File: config.mk
export PLATFORM = sky130hd
export DESIGN_NAME = iddr_word_rx
export DESIGN_NICKNAME = d
export VERILOG_FILES = /design/src/rtl/iddr_word_rx.sv
export SDC_FILE = /design/constraint.sdc
export NUM_CORES = 1
export LEC_CHECK = 0
export CORE_UTILIZATION = 40
export CTS_CLUSTER_DIAMETER = 120
export CTS_CLUSTER_SIZE = 30
export DETAILED_ROUTE_END_ITERATION = 6
export PLACE_DENSITY = 0.6
export SLEW_MARGIN = 10
export SYNTH_ARGS = -nofsm -noshare
export SYNTH_HDL_FRONTEND = slang
export SYNTH_SLANG_ARGS = --single-unit
File: constraint.sdc
create_clock -name clk -period 2 [get_ports clk]
set_clock_uncertainty 0.1 [all_clocks]
set_input_delay 0.4 -clock clk [delete_from_list [all_inputs] [get_ports clk]]
set_output_delay 0.4 -clock clk [all_outputs]
set_load 0.02 [all_outputs]
File: src/rtl/iddr_word_rx.sv
// DDR receive word assembler: hunts for SYNC in the rise/fall pair stream and packs WORD_W-bit words MSB first.
// Optional SYNC-per-frame supervision is compiled in with `define IDDR_RX_FRAME_CHECK_EN.
module iddr_word_rx #(
    parameter int                WORD_W    = 8,
    parameter logic [WORD_W-1:0] SYNC      = 8'hD5,
    parameter int                FRAME_LEN = 4
) (
    input  logic              clk,
    input  logic              rst,
    input  logic              en,
    input  logic              d_rise,
    input  logic              d_fall,
    output logic              locked,
    output logic              phase,
    output logic              word_valid,
    output logic [WORD_W-1:0] word_data,
    output logic              sync_seen,
    output logic              frame_err
);
    localparam int PAIRS  = WORD_W / 2;
    localparam int CNT_W  = $clog2(PAIRS);
    localparam int WCNT_W = $clog2(FRAME_LEN + 1);

    if (WORD_W < 4 || (WORD_W % 2) != 0 || FRAME_LEN < 1) begin : g_bad_params
        $error("iddr_word_rx: WORD_W must be even and >= 4, FRAME_LEN >= 1");
    end

    typedef enum logic {HUNT, LOCK} state_t;

    state_t             state_q, state_d;
    logic [WORD_W:0]    sr_q, sr_d, sr_shift;
    logic               phase_q, phase_d;
    logic [CNT_W-1:0]   cnt_q, cnt_d;
    logic               word_valid_q, word_valid_d;
    logic [WORD_W-1:0]  word_data_q, word_data_d;
    logic [WORD_W-1:0]  word_sel;
    logic               sync_seen_q, sync_seen_d;
    logic               frame_err_q, frame_err_d;
`ifdef IDDR_RX_FRAME_CHECK_EN
    logic [WCNT_W-1:0]  wcnt_q, wcnt_d;
`endif

    always_comb begin
        sr_shift     = {sr_q[WORD_W-2:0], d_rise, d_fall};
        state_d      = state_q;
        sr_d         = sr_q;
        phase_d      = phase_q;
        cnt_d        = cnt_q;
        word_data_d  = word_data_q;
        word_valid_d = 1'b0;
        sync_seen_d  = 1'b0;
        frame_err_d  = 1'b0;
        // Phase 1 boundary sits one bit back, so the newest d_fall starts the next word.
        word_sel     = phase_q ? sr_shift[WORD_W:1] : sr_shift[WORD_W-1:0];
`ifdef IDDR_RX_FRAME_CHECK_EN
        wcnt_d       = wcnt_q;
`endif
        if (!en) begin
            state_d = HUNT;
            sr_d    = '0;
            cnt_d   = '0;
`ifdef IDDR_RX_FRAME_CHECK_EN
            wcnt_d  = '0;
`endif
        end else begin
            sr_d = sr_shift;
            case (state_q)
                HUNT: begin
                    if (sr_shift[WORD_W-1:0] == SYNC || sr_shift[WORD_W:1] == SYNC) begin
                        state_d     = LOCK;
                        phase_d     = (sr_shift[WORD_W-1:0] != SYNC);
                        cnt_d       = '0;
                        sync_seen_d = 1'b1;
`ifdef IDDR_RX_FRAME_CHECK_EN
                        wcnt_d      = '0;
`endif
                    end
                end
                LOCK: begin
                    if (cnt_q == CNT_W'(PAIRS - 1)) begin
                        cnt_d = '0;
`ifdef IDDR_RX_FRAME_CHECK_EN
                        if (wcnt_q == WCNT_W'(FRAME_LEN)) begin
                            if (word_sel == SYNC) begin
                                sync_seen_d = 1'b1;
                                wcnt_d      = '0;
                            end else begin
                                frame_err_d = 1'b1;
                                state_d     = HUNT;
                            end
                        end else begin
                            word_valid_d = 1'b1;
                            word_data_d  = word_sel;
                            wcnt_d       = wcnt_q + 1'b1;
                        end
`else
                        word_valid_d = 1'b1;
                        word_data_d  = word_sel;
`endif
                    end else begin
                        cnt_d = cnt_q + 1'b1;
                    end
                end
                default: state_d = HUNT;
            endcase
        end
    end

    always_ff @(posedge clk or posedge rst) begin
        if (rst) begin
            state_q      <= HUNT;
            sr_q         <= '0;
            phase_q      <= 1'b0;
            cnt_q        <= '0;
            word_valid_q <= 1'b0;
            word_data_q  <= '0;
            sync_seen_q  <= 1'b0;
            frame_err_q  <= 1'b0;
`ifdef IDDR_RX_FRAME_CHECK_EN
            wcnt_q       <= '0;
`endif
        end else begin
            state_q      <= state_d;
            sr_q         <= sr_d;
            phase_q      <= phase_d;
            cnt_q        <= cnt_d;
            word_valid_q <= word_valid_d;
            word_data_q  <= word_data_d;
            sync_seen_q  <= sync_seen_d;
            frame_err_q  <= frame_err_d;
`ifdef IDDR_RX_FRAME_CHECK_EN
            wcnt_q       <= wcnt_d;
`endif
        end
    end

    assign locked     = (state_q == LOCK);
    assign phase      = phase_q;
    assign word_valid = word_valid_q;
    assign word_data  = word_data_q;
    assign sync_seen  = sync_seen_q;
    assign frame_err  = frame_err_q;
endmodule

==> metrics.md, run 1 <==
| Metric | Value |
|---|---|
| Status | `completed` |
| Worst vdd ir | `360.8 uV` |
| Initial Util | `0.4209` |
| FF/Latch Area | `525.5 sq um` |
| Cell-by-cell trace of the critical path | `clkdlybuf4s50_1` |
| Critical path startpoint category | `flop` |
| Reg2reg setup slack | `0.64 ns` |
| CTS H-tree lvls | `1` |
| Worst r2r path cells | `3` |
| RePlAce Congestion | `0.7687` |
| Netlist cell types | `27` |
| DRT Wirelength | `1570 um` |
| CTS tree | `built` |
| Leak Pwr | `0.4898 nW` |
| Worst reg2reg path startpoint | `sr_q[3]$_DFF_PP0_` |
| PostCTS Resize Cnt | `0` |
| Die ar. | `2502 sq um` |
| Top cell type by total area after synthesis | `dfrtp_1` |
| Final Hold Vio Count | `0` |
| CP Max Fanout | `6` |
| Number of fill cells | `208` |
| Clock-pin slew on the worst setup and hold paths | `0.11 ns` |
| Vias per Instance | `4.898` |
| Ranking of synthesized cells by area | `dfrtp_1 57%, mux2i_1 8.7%, nand2_1 4.9%, and2_1 4.7%, o21ai_1 4.3%` |
| Global Route Usage Sum | `0.1455` |
| Crit path time final | `1.895 ns` |
| Die height | `50.02 um` |
| PnR worst setup slack | `0.1051 ns` |
| P per Cell Area | `582.1 nW/um^2` |
| Sequential element share of the synthesized area | `0.5699` |
| # IOs | `18` |
| Global-route wire length before repair | `2635 um` |
| Core area | `2191 sq um` |
| Vias | `622` |
| Vias in the first global route | `615` |
| Most frequent cells after synthesis | `21 x dfrtp_1, 12 x nand2_1, 8 x mux2i_1, 8 x o21ai_1, 7 x and2_1` |
| Seq cells post-synth | `21` |
| Max stage delay on crit path | `0.64 ns` |
| Area Growth Syn to Fin | `24.56%` |
| Post-CTS Setup Inserts | `0` |
| Worst-skew pair later-pin latency | `0.30 ns` |
| DRC Markers | `0` |
| Cells after Synth | `79` |
| Critical Path RT | `1.50 ns` |
| Syn nets | `85` |
| Most common cell in the netlist | `dfrtp_1` |
| Avg Cell Area, Syn | `11.67 sq um` |
| Iter 0 DRT Violations | `4` |
| # nets final | `106` |
| Pre-antenna DRT Iters | `4` |
| Largest net degree at the start of global routing | `22` |
| WL per Instance | `12.36 um` |
| HPWL after detailed placement | `1163 um` |
| Hold_buf cts | `0` |
| Worst Setup End Kind | `primary output` |
| Final instance area | `1149 sq um` |
| Worst hold path class | `in -> async` |
| Max-slew violations | `0` |
| Placed cell area | `1121 sq um` |
| Pre-CTS setup slack | `0.1768 ns` |
| Bufs and invs on worst path | `1` |
| Antenna Nets Post-Route | `0` |
| Row Count | `17` |
| FF-to-FF End | `locked$_DFF_PP0_` |
| Critical path startpoint | `locked$_DFF_PP0_` |
| I/O Buffers | `16` |
| Number of antenna diodes | `0` |
| CP Class | `reg -> out` |
| Yosys warns | `0` |
| Final period utilization | `0.9474` |
| Clk sink count | `21` |
| Primary FF master, synth | `dfrtp_1` |
| Max Cap Viol | `0` |
| WP data arrival | `1.39 ns` |
| Top cell type's share of synthesized area | `0.5699` |
| Fmax achieved | `0.5277 GHz` |
| Syn Std Cell Area | `922.1 sq um` |
| Top Family by Delay on Critical Path | `buffers and inverters` |
| Async set-or-reset flop fraction in the synthesized netlist | `1.000` |
| Max Root-Sink Buffers | `2` |
| Root buffer cell | `clkbuf_4` |
| Inserted Clock Buffers | `3` |
| Number of synthesized flops with an enable pin | `0` |
| Area of the multi-input gates | `362.8 sq um` |
| Die X | `50.02 um` |
| GRT overflow | `0` |
| Antenna violations before repair | `0` |
| RSZ-0062 raised after global routing | `false` |
| Share of cells above drive strength 1 | `0.1414` |
| Setup TNS | `0 ns` |
| Slowest cell on crit path | `clkdlybuf4s50_1` |
| Final setup violation count | `0` |
==> kinds of logic after synthesis <==
group           Yosys count  synth area share
flops                    21            0.5699
compound gates           14            0.1018
other cells               1          0.004067
fa+ha+maj                 1           0.01357
simple gates             28            0.1872
buf+inv                   6           0.03663
mux                       8           0.08684
==> worst max path at each step <==
stage | endpoint | slack, ns | cells after the start
after floorplan | locked$_DFF_PP0_ | 0.73 | 3
after global placement | cnt_q[0]$_DFFE_PP0P_ | 0.24 | 4
after detailed placement | cnt_q[0]$_DFFE_PP0P_ | 0.18 | 4
after CTS | locked | 0.09 | 1
after global routing | locked | 0.03 | 1
final | locked | 0.11 | 1
==> where the power goes <==
group	switching, mW	internal, mW	total (mW)
clock network	0.121	0.0745	0.195
logic	0.0208	0.0165	0.0374
registers	0.00693	0.429	0.436
total	0.148	0.520	0.669
==> cell usage in the layout, fill, tap and decap left out, types with 3 or more instances in the layout <==
| cell type | Yosys | routed |
|---|---|---|
| o21ai_1 | 8 | 8 |
| and2_1 | 7 | 7 |
| clkdlybuf4s50_1 | 0 | 16 |
| nand2_1 | 12 | 12 |
| clkbuf_4 | 0 | 3 |
| mux2i_1 | 8 | 8 |
| buf_4 | 1 | 4 |
| dfrtp_1 | 21 | 21 |
==> state kept, by name (all words and copies together) (netlist names) <==
register,count
cnt_q,2
locked,1
phase,1
sr_q,7
sync_seen,1
word_data,8
word_valid,1
==> metrics by stage <==
stage	total power [mW]	std cells	util	hold slack, ns
4_1_cts	0.6845	127	0.5243	0.3163
2_1_floorplan	0.4656	79	-	0.2765
6_report	0.6686	127	0.5243	0.3181
3_5_place_dp	0.4830	123	0.5117	0.3743
3_3_place_gp	0.4819	123	0.5117	0.3657
5_1_grt	0.7039	127	0.5243	0.3210
==> final cells by class <==
class | count | share of cell area
clock buffers | 3 | 0.01961
flip-flops and latches | 21 | 0.4575
clock inverters | 1 | 0.004357
well taps | 28 | 0.03050
inverters | 2 | 0.006536
repair buffers | 20 | 0.1656
multi-input cells | 52 | 0.3159
==> metal layers <==
| layer | vias up | GRT usage | wire length, um | share of wire |
|---|---|---|---|---|
| met5 | - | 0 | 0 | 0 |
| met4 | 0 | 0.09048 | 27 | 0.017 |
| met3 | 4 | 0.02778 | 61 | 0.039 |
| met2 | 18 | 0.2378 | 744 | 0.47 |
| met1 | 291 | 0.1732 | 738 | 0.47 |
| li1 | 309 | - | - | - |
Power figures use the tool's default switching activity.
==> run 2: changes to the inputs <==
- clock period: 2 -> 1.8 ns (I/O delays scaled with it)
==> run 2 against run 1 <==
Hold slack got worse by 0.035 ns. Combinational power rose by 20%. Total power rose by 12%. Highest routed layer unchanged. First-iteration DRC count rose by 100%. Die area did not move. Sequential power rose by 11%. Global-route usage barely moved. Largest power group unchanged. Final cell count rose by 0.79%. Critical path depth did not move. Flip-flop and latch count did not move. Utilization rose by 0.23 points. Critical path type unchanged.
==> metrics.md, run 2 (same netlist as run 1, synthesis figures left out) <==
| Metric | Value |
|---|---|
| Bufs and invs on worst path | `1 (unchanged)` |
| Leak Pwr | `0.4974 nW (+1.6%)` |
| Max reg flops | `8 (unchanged)` |
| Antenna Nets Post-Route | `0 (unchanged)` |
| I/O Buffers | `16 (unchanged)` |
| Worst vdd ir | `367.1 uV (+1.7%)` |
| WL per Instance | `11.81 um (-4.4%)` |
| HPWL after detailed placement | `1066 um (-8.3%)` |
| Worst Setup End Kind | `primary output` |
| Hold_buf cts | `0 (unchanged)` |
| # IOs | `18 (unchanged)` |
| RePlAce Congestion | `0.7224 (-6.0%)` |
| # nets final | `107 (+0.94%)` |
| CP Class | `reg -> out` |
| WP data arrival | `1.26 ns (-0.13 ns)` |
| Row Count | `17 (unchanged)` |
| Max stage delay on crit path | `0.60 ns (-0.04 ns)` |
| Iter 0 DRT Violations | `8 (+4)` |
| Vias in the first global route | `592 (-3.7%)` |
| Die ar. | `2502 sq um (unchanged)` |
| Commonest non-fill, non-tap cell in the layout | `dfrtp_1` |
| Core area | `2191 sq um (unchanged)` |
| Max Cap Viol | `0 (unchanged)` |
| Clock-pin slew on the worst setup and hold paths | `0.11 ns (about the same)` |
| Max-slew violations | `0 (unchanged)` |
| Setup TNS | `0 ns (unchanged)` |
| Die X | `50.02 um (unchanged)` |
| Die height | `50.02 um (unchanged)` |
| Commonest non-fill, non-tap cells in the layout | `21 x dfrtp_1, 15 x clkdlybuf4s50_1, 12 x nand2_1` |
| Final Hold Vio Count | `0 (unchanged)` |
| Global Route Usage Sum | `0.1456 (about the same)` |
| Slowest cell on crit path | `clkdlybuf4s50_1` |
| P per Cell Area | `646.7 nW/um^2 (+11%)` |
| Vias per Instance | `4.828 (-1.4%)` |
| Top Family by Delay on Critical Path | `buffers and inverters` |
| DRT Wirelength | `1512 um (-3.7%)` |
| Vias | `618 (-0.64%)` |
| Critical path startpoint category | `flop` |
| Initial Util | `0.4209 (unchanged)` |
| RSZ-0062 raised after global routing | `false` |
| Critical Path RT | `1.34 ns (-0.16 ns)` |
| Global-route wire length before repair | `2622 um (-0.49%)` |
| Inserted Clock Buffers | `3 (unchanged)` |
| Fmax achieved | `0.5799 GHz` |
| Pre-antenna DRT Iters | `2 (-2)` |
| Final setup violation count | `0 (unchanged)` |
| Clk sink count | `21 (unchanged)` |
| Number of antenna diodes | `0 (unchanged)` |
| Antenna violations before repair | `0 (unchanged)` |
| Worst hold path class | `in -> async` |
| Status | `completed` |
| Crit path time final | `1.724 ns` |
| Root buffer cell | `clkbuf_4` |
| Worst-skew pair later-pin latency | `0.29 ns (about the same)` |
| Share of cells above drive strength 1 | `0.1400 (-0.001414)` |
| CTS tree | `built` |
| Largest net degree at the start of global routing | `22 (unchanged)` |
| Max Root-Sink Buffers | `2 (unchanged)` |
| Hold WS | `0.2835 ns (-0.03458 ns)` |
| Area Growth Syn to Fin | `25.10%` |
| DRC Markers | `0 (unchanged)` |
| Final period utilization | `0.9579` |
| Cell-by-cell trace of the critical path | `clkdlybuf4s50_1` |
| CTS H-tree lvls | `1 (unchanged)` |
| CP Max Fanout | `2 (-4)` |
| GRT overflow | `0 (unchanged)` |
-- run 2: stage by stage --
step                cells  utilization  power, mW  worst slack (ns)  cell area [sq um]
CTS                   128       0.5266     0.7621           0.05135               1154
global placement      124       0.5151     0.5388           0.06087               1129
floorplan              79            -     0.5174            0.5342              922.1
detailed placement    124       0.5151     0.5394           0.05622               1129
finish                128       0.5266     0.7460           0.07569               1154
global route          128       0.5266     0.7879           0.01069               1154
-- run 2: metal layers --
metal / share of wire / vias to the layer above / track usage
met1: 0.46 / 288 / 0.1818
li1: - / 316 / -
met5: 0 / - / 0
met3: 0.030 / 2 / 0.01852
met4: 0.011 / 0 / 0.1000
met2: 0.49 / 12 / 0.2311
-- run 2: final cells by class --
class                   count  area (sq um)
fillers                   196          1037
flip-flops and latches     21         525.5
multi-input cells          52         362.8
repair buffers             21         196.4
well taps                  28         35.03
clock buffers               4         26.28
inverters                   2         7.507
-- run 2: path summary, 6_finish.rpt --
kind,from,endpoint,slack [ns],cells after the start
min in group clk,word_data[5]$_DFFE_PP0P_,word_data[5]$_DFFE_PP0P_,0.39,2
worst min register to register,word_data[5]$_DFFE_PP0P_,word_data[5]$_DFFE_PP0P_,0.39,2
max in group asynchronous,rst,cnt_q[0]$_DFFE_PP0P_,1.10,3
worst max-delay path,word_data[0]$_DFFE_PP0P_,word_data[0],0.08,1
worst max register to register,sr_q[3]$_DFF_PP0_,locked$_DFF_PP0_,0.45,3
worst min-delay path,rst,word_data[5]$_DFFE_PP0P_,0.28,3
-- run 2: where the power goes --
group / total [mW] / internal, mW / switching, mW
clock network: 0.217 / 0.0861 / 0.131
logic: 0.0450 / 0.0211 / 0.0239
registers: 0.484 / 0.477 / 0.00730
-- run 2: timing repair --
item	in CTS	in global routing
setup buffers	0	0
setup endpoints to repair	1	0
resized for setup	1	0
